## src/rtl/clk_period_monitor.sv

```systemverilog
// clk_period_monitor: measures the period of a slow asynchronous clock in
// clk_100MHz cycles, flags lock when the period stays within tolerance of
// the expected value, and pulses timeout when the input stalls.
module clk_period_monitor #(
  parameter int unsigned EXPECTED   = 100002,
  parameter int unsigned TOLERANCE  = 16,
  parameter int unsigned LOCK_COUNT = 4,
  parameter int unsigned TIMEOUT    = 200000,
  parameter int unsigned CNT_W      = 18
) (
  input  logic             clk_100MHz,
  input  logic             reset_n,
  input  logic             clk_in,
  output logic             edge_tick,
  output logic [CNT_W-1:0] period,
  output logic             period_valid,
  output logic             locked,
  output logic             timeout
);

  localparam int unsigned DIFF_W = CNT_W + 1;
  localparam int unsigned LOCK_W = 4;

  typedef enum logic {
    WAIT_FIRST,
    MEASURE
  } state_t;

  state_t            state;
  logic              s1;
  logic              s2;
  logic              s3;
  logic [CNT_W-1:0]  cnt;
  logic [LOCK_W-1:0] lock_cnt;

  logic              rise_c;
  logic [DIFF_W-1:0] cnt_ext_c;
  logic [DIFF_W-1:0] diff_c;
  logic              match_c;
  logic [LOCK_W-1:0] lock_next_c;

  // Edge detect and match test; one extra bit so the subtraction never wraps
  always_comb begin
    rise_c      = s2 & ~s3;
    cnt_ext_c   = {1'b0, cnt};
    diff_c      = (cnt_ext_c >= DIFF_W'(EXPECTED)) ? (cnt_ext_c - DIFF_W'(EXPECTED))
                                                   : (DIFF_W'(EXPECTED) - cnt_ext_c);
    match_c     = (diff_c <= DIFF_W'(TOLERANCE));
    lock_next_c = (lock_cnt >= LOCK_W'(LOCK_COUNT)) ? lock_cnt : (lock_cnt + LOCK_W'(1));
  end

  // Two-flop synchronizer plus history flop for rising-edge detection
  always_ff @(posedge clk_100MHz or negedge reset_n) begin
    if (!reset_n) begin
      s1 <= 1'b0;
      s2 <= 1'b0;
      s3 <= 1'b0;
    end else begin
      s1 <= clk_in;
      s2 <= s1;
      s3 <= s2;
    end
  end

  // Measurement FSM: period counting, lock tracking and stall detection
  always_ff @(posedge clk_100MHz or negedge reset_n) begin
    if (!reset_n) begin
      state        <= WAIT_FIRST;
      cnt          <= '0;
      lock_cnt     <= '0;
      period       <= '0;
      edge_tick    <= 1'b0;
      period_valid <= 1'b0;
      locked       <= 1'b0;
      timeout      <= 1'b0;
    end else begin
      edge_tick    <= 1'b0;
      period_valid <= 1'b0;
      timeout      <= 1'b0;
      case (state)
        WAIT_FIRST: begin
          if (rise_c) begin
            edge_tick <= 1'b1;
            cnt       <= CNT_W'(1);
            state     <= MEASURE;
          end
        end
        MEASURE: begin
          if (rise_c) begin
            edge_tick    <= 1'b1;
            period       <= cnt;
            period_valid <= 1'b1;
            cnt          <= CNT_W'(1);
            if (match_c) begin
              lock_cnt <= lock_next_c;
              locked   <= (lock_next_c == LOCK_W'(LOCK_COUNT));
            end else begin
              lock_cnt <= '0;
              locked   <= 1'b0;
            end
          end else if (cnt == CNT_W'(TIMEOUT)) begin
            // Stall: drop lock and wait for a fresh reference edge
            timeout  <= 1'b1;
            locked   <= 1'b0;
            lock_cnt <= '0;
            cnt      <= '0;
            state    <= WAIT_FIRST;
          end else begin
            cnt <= cnt + CNT_W'(1);
          end
        end
        default: begin
          state <= WAIT_FIRST;
        end
      endcase
    end
  end

endmodule

```

## config.mk

```make
export PLATFORM = sky130hd
export DESIGN_NAME = clk_period_monitor
export DESIGN_NICKNAME = d
export VERILOG_FILES = /design/src/rtl/clk_period_monitor.sv
export SDC_FILE = /design/constraint.sdc
export NUM_CORES = 1
export LEC_CHECK = 0
export CORE_MARGIN = 2
export CORE_UTILIZATION = 40
export CTS_CLUSTER_SIZE = 40
export DETAILED_ROUTE_END_ITERATION = 10
export REMOVE_ABC_BUFFERS = 1
export SYNTH_ARGS = -nofsm -noshare
export SYNTH_HDL_FRONTEND = slang
export SYNTH_SLANG_ARGS = --single-unit
```

## constraint.sdc

```tcl
create_clock -name clk_100MHz -period 6.25 [get_ports clk_100MHz]
set_clock_uncertainty 0.05 [all_clocks]
set_input_delay 0.9375 -clock clk_100MHz [delete_from_list [all_inputs] [get_ports clk_100MHz]]
set_output_delay 0.9375 -clock clk_100MHz [all_outputs]
set_load 0.03 [all_outputs]
```

======== Word-level counts from Yosys, hierarchy flattened ========
Cells that the tools add are included.
cells by class
  equal/unequal tests ..................... 3
  reduce and logical (&&, ||, !) cells .... 3
  muxes and demuxes ....................... 20
  add/sub/neg operators ................... 4
  $lt $le $gt $ge ......................... 3
  bitwise operators ....................... 3
operators by type and width
  cell                                                                                    count
  18-bit two-way mux                                                                      3
  18-bit one-hot mux with 2 select lines                                                  1
  19-bit by 5-bit less-or-equal comparator with 1-bit output (second input constant)      1
  19-bit two-way mux                                                                      1
  17-bit by 18-bit subtractor with 19-bit output (first input constant)                   1
  18-bit by 17-bit subtractor with 19-bit output (second input constant)                  1
  18-bit by 1-bit adder with 18-bit output (second input constant)                        1
  18-bit == test (second input constant)                                                  1
  18-bit by 17-bit greater-or-equal comparator with 1-bit output (second input constant)  1
  4-bit two-way mux                                                                       4
  1-bit two-way mux                                                                       10
  4-bit by 1-bit adder with 4-bit output (second input constant)                          1
  4-bit by 3-bit == test with 1-bit output (second input constant)                        1
  4-bit by 3-bit greater-or-equal comparator with 1-bit output (second input constant)    1
  2-bit AND reduction                                                                     2
  2-bit != test (second input constant)                                                   1
  1-bit inverter                                                                          2
  1-bit one-hot mux with 2 select lines                                                   1
  2-bit nonzero test                                                                      1
  1-bit bitwise AND                                                                       1
storage, ports and cells
  logic and storage cells ................. 47
  flip-flop bits (word level) ............. 48

======== Longest topological paths before layout ========
  depth after elaboration ................. 5
  depth in mapped cells ................... 11
  mapped depth without buffers ............ 10

======== Worst setup path after synthesis ========
OpenSTA, ideal clock, no wires.
  kind .................................... reg2reg
  start point ............................. register cnt[2]
  end point ............................... register locked
  cell stages (with the launch flop) ...... 12
  buffers on the path ..................... 1
  library setup time ...................... 0.092 ns
  slack ................................... 3.606 ns
  arrival time ............................ 2.502 ns
  required time ........................... 6.108 ns
  cell sequence ........................... dfrtp_1 -> buf_6 -> inv_1 -> ha_1 -> nor3b_1 -> o22a_1 -> a21oi_2 -> nor2_2 -> mux2_4 -> o31ai_4 -> nand3_2 -> o31ai_2
on the way
  word-level cells in the longest chain between the ends .. 5
ends and longest elaborated chain
  item                                                                    RTL line  source
  start: declaration                                                      33        logic [CNT_W-1:0] cnt;
  start signal: assignment                                                109       cnt <= cnt + CNT_W'(1);
  17-bit by 18-bit subtractor with 19-bit output (tied with other cells)  47        : (DIFF_W'(EXPECTED) - cnt_ext_c);
  19-bit two-way mux                                                      46        diff_c = (cnt_ext_c >= DIFF_W'(EXPECTED)) ? (cnt_ext_c - DIFF_W'(EXPECTED))
  19-bit by 5-bit less-or-equal comparator with 1-bit output              48        match_c = (diff_c <= DIFF_W'(TOLERANCE));
  1-bit two-way mux                                                       94        if (match_c) begin
  1-bit two-way mux                                                       89        if (rise_c) begin
  end signal: assignment                                                  96        locked <= (lock_next_c == LOCK_W'(LOCK_COUNT));
  end: declaration                                                        17        output logic locked,
Parallel ways exist; a longest one is shown, timed or not.
A chain may end at the register's enable or synchronous reset.

======== Final worst setup path ========
Same ends and word-level chain as after synthesis.

==> run summary <==
The worst setup slack after layout is ~3100 ps. The die footprint came out at 8530 sq um. The worst setup path is captured at a register.

The number of violations of the max-capacitance limit is 0. The number of pins with negative max-slew slack in the final report was 0. The via total after detailed routing is between 2000 and 3000. The final-layout fill cell count is about 760. After synthesis the netlist holds a flip-flop and latch count of between 40 and 50. The number of antenna diodes in the final layout is 0. The clock period could shrink to 3130 ps. The most used flip-flop cell after synthesis is dfrtp_1. The number of distinct library cells after synthesis is between 60 and 70. In the final layout, the registers with the most flip-flops are cnt x18, period x18, lock_cnt x4. In this run, synthesis inferred 0 flip-flops with an integrated enable. The number of warnings reported in the yosys synthesis log came out at 0. The number of setup buffers added after CTS came out at 0. The final weighted congestion of routability-driven global placement is between 0.9 and 1. CTS placed an instance of clkbuf_8 at the clock tree root. The area after detailed placement is 3380 sq um. The total count of hold-check failures in the final report is 0. The overall track demand over capacity in global routing is 18.4%. The achievable clock frequency is about 0.32 GHz. TritonCTS built the clock tree. The mean number of vias per cell came out at approximately 5.6. The pin count of the biggest net entering global routing is 49. For this run, the detailed router's first-pass iteration total came to 4. The post-synthesis sequential area ratio is 38.5%. Once the floorplan was initialized, standard cells occupied between 40% and 50% of the core. The wire length of the first global-routing pass is around 13 mm. The I/O pin count is 25. The transition time of the tightest slew-check pin is ~1100 ps. In this run, CTS created clock tree buffers numbering 5.

The finished cells cover ~3500 sq um. Global routing used 2.69% of the available met3 tracks. The number of nets with antenna violations after routing is 0. The part of the power in the clock network is about a quarter.

The source-to-sink clock delay at the later pin of the worst-skew pair is around 300 ps. The path class of the tightest hold or removal check is reg -> reg. The critical path startpoint category is a register. After clock tree synthesis, the flow added hold-fix buffers numbering 0. The largest fanout on the critical path is 12.

The ratio of cells with drive above 1 in the final layout is 10.9%. The tree built by TritonCTS fans out to 48 sinks. The arrival time reported for the critical path endpoint is 3290 ps. Relative to the synthesized area, the layout overhead comes to 11.4%. The clock-pin transition on the worst setup and hold timing paths is around 90 ps. The via count of the first global-routing pass came to 2413.

Wires add up to 7.58 mm. The H-tree was split into 2 levels. The die width is approximately 90 um. The number of antenna violations at the first check in global routing came out at 0. The fraction of synthesis flops using an asynchronous set or reset pin is between 90% and 100%.

Synthesis handed over a netlist of between 300 and 400 instances. Across the VDD grid, the largest voltage drop is about 0.00014 V. The share of power burned in registers came out at between 40% and 50%. The fraction of met1 tracks used by global routing came out at between 20% and 30%. The cell row count is 32. The post-synthesis cell area came out at 3120 sq um. The total power after layout is 0.000836 W.

The pre-CTS worst setup slack came out at ~3200 ps. After synthesis, the largest area contributor takes up 38.5% of total cell area. Dividing total power by cell area gives a power density of 240 nW/um^2.

The average wire per cell in the routed design came out at roughly 16 um. The violation count after the first detailed-routing iteration is 212. The relative slew slack is approximately 28%. The number of endpoints failing setup at the final stage is 0. Ranked by total cell area, the synthesized netlist is headed by dfrtp_1 (38%), o21ai_0 (6.1%), nand2_1 (4.8%), mux2_2 (3.2%), ha_1 (3.2%).

The mean instance size in the synthesized netlist is roughly 8.9 sq um. The overall die height is just over 90 um. The leakage dissipation came out at 1.38 nW. The final layout contains roughly 370 nets.

The share of the clock period used by the worst path after layout came out at between 50% and 60%. The flow ran to the end, and the final reports show no timing, DRC or antenna violations. Setup repair after global routing left no endpoint under its margin. The count of buffers inserted at the top-level ports is 24. The required time of the critical path came out at roughly 6400 ps. The post-DP HPWL came out at 5.51 mm.

The deepest clock path buffer count came out at 2. The core box area came out at roughly 7600 sq um. After detailed routing, the number of remaining DRC violations is 0. The worst-case hold slack is a little over 300 ps. After global routing, the most crowded layer is met2.

The internal power summed over all cells is ~0.00055 W. For this design the total switching power over the nets is 0.000282 W. The kind of critical path is reg -> reg.

The net switching fraction of the power came out at between 30 and 40%. In the global route stage, met2 resource usage came out at 29.5%. The sum of negative setup slack came out at 0 ps. The sum of overflow across all layers after global routing is 0. Of all cell types, the one taking the most synthesized area is dfrtp_1. In this run, post-CTS repair resized a total of 0 instances.

In this run, the combinational gates consume between 20% and 30% of the power.
final cells by class:
| class | instances | area, sq um | share of cell area [%] |
|---|---|---|---|
| inverter | 13 | 48.8 | 1.40 |
| clock buffer | 5 | 68.8 | 1.98 |
| timing repair buffer | 26 | 250 | 7.19 |
| tap | 102 | 128 | 3.67 |
| multi-input combinational | 266 | 1750 | 50.4 |
| clock inverter | 1 | 30.0 | 0.863 |
| sequential | 48 | 1200 | 34.5 |
stage by stage:
stage	std cells	util [%]
after floorplan	327	-
after global placement	455	44.2
after detailed placement	455	44.2
after CTS	461	45.5
after global routing	461	45.5
final	461	45.5
power by group through the flow:
stage | registers [W] | clock network, W | logic (W)
finish | 0.000375 | 0.000217 | 0.000244
floorplan | 0.000393 | 0 | 0.000158
global placement | 0.000379 | 0 | 0.000244
global route | 0.000381 | 0.000235 | 0.000271
detailed placement | 0.000381 | 0 | 0.000246
CTS | 0.000374 | 0.000224 | 0.000247
worst max-delay path, cell delays in order (launching register included):
cell and delay, ps:
dfrtp_1 520, inv_1 230, ha_1 250, nor3b_1 340
o22a_1 290, a21oi_2 120, nor2_2 280, mux2_4 340
o31ai_4 230, nand3_2 170, o31ai_2 200
cell families after synthesis:
logic type,synth area share [%]
compound gates,22.9
xor+xnor,3.65
fa+ha+maj,3.21
buf+inv,5.45
flops,38.5
mux,4.05
simple gates,22.3
cells in the final DEF (no fill, tap or decap), types with 3 or more instances in the layout:
| cell | count |
|---|---|
| xor2_1 | 3 |
| a31oi_1 | 5 |
| dfrtp_1 | 48 |
| a211oi_1 | 4 |
| inv_1 | 12 |
| nand2b_1 | 6 |
| xnor2_1 | 10 |
| clkbuf_8 | 5 |
| clkdlybuf4s50_1 | 23 |
| nand4_1 | 4 |
| a21oi_2 | 3 |
| a21oi_1 | 11 |
| o22ai_1 | 3 |
| o211ai_1 | 5 |
| nor3_1 | 8 |
| o31ai_1 | 5 |
| ha_1 | 8 |
| nor2b_1 | 4 |
| nand3_1 | 7 |
| mux2_2 | 9 |
| and3_1 | 11 |
| o21ai_1 | 6 |
| nor2_1 | 23 |
| o21ai_0 | 38 |
| nand2_1 | 40 |
cells in the mapped netlist, types with 3 or more instances:
| cell type | number |
|---|---|
| clkbuf_1 | 13 |
| buf_2 | 7 |
| a211oi_1 | 4 |
| a31oi_1 | 5 |
| nor2_1 | 23 |
| o21ai_1 | 6 |
| xnor2_1 | 10 |
| xor2_1 | 3 |
| nand4_1 | 4 |
| mux2_2 | 9 |
| nand2b_1 | 6 |
| o22ai_1 | 3 |
| o31ai_1 | 5 |
| and3_1 | 11 |
| ha_1 | 8 |
| inv_1 | 12 |
| a21oi_2 | 3 |
| nand3_1 | 7 |
| o21ai_0 | 38 |
| nor2b_1 | 4 |
| a21oi_1 | 11 |
| dfrtp_1 | 48 |
| nor3_1 | 8 |
| nand2_1 | 40 |
| o211ai_1 | 5 |
final timing paths:
check,cells past startpoint,slack (ps),end,start
setup / recovery,10,3120,locked,cnt[2]
hold / removal,0,300,s2,s1
setup reg to reg,10,3120,locked,cnt[2]
hold reg to reg,0,300,s2,s1
max in group asynchronous,1,4700,s2,reset_n
min in group asynchronous,1,770,period[4],reset_n
layer usage:
layer	routed length [um]	vias up
li1	-	1279
met1	3620	1243
met2	3560	68
met3	319	8
met4	79	0
met5	0	-
Power figures use the tool's default switching activity.
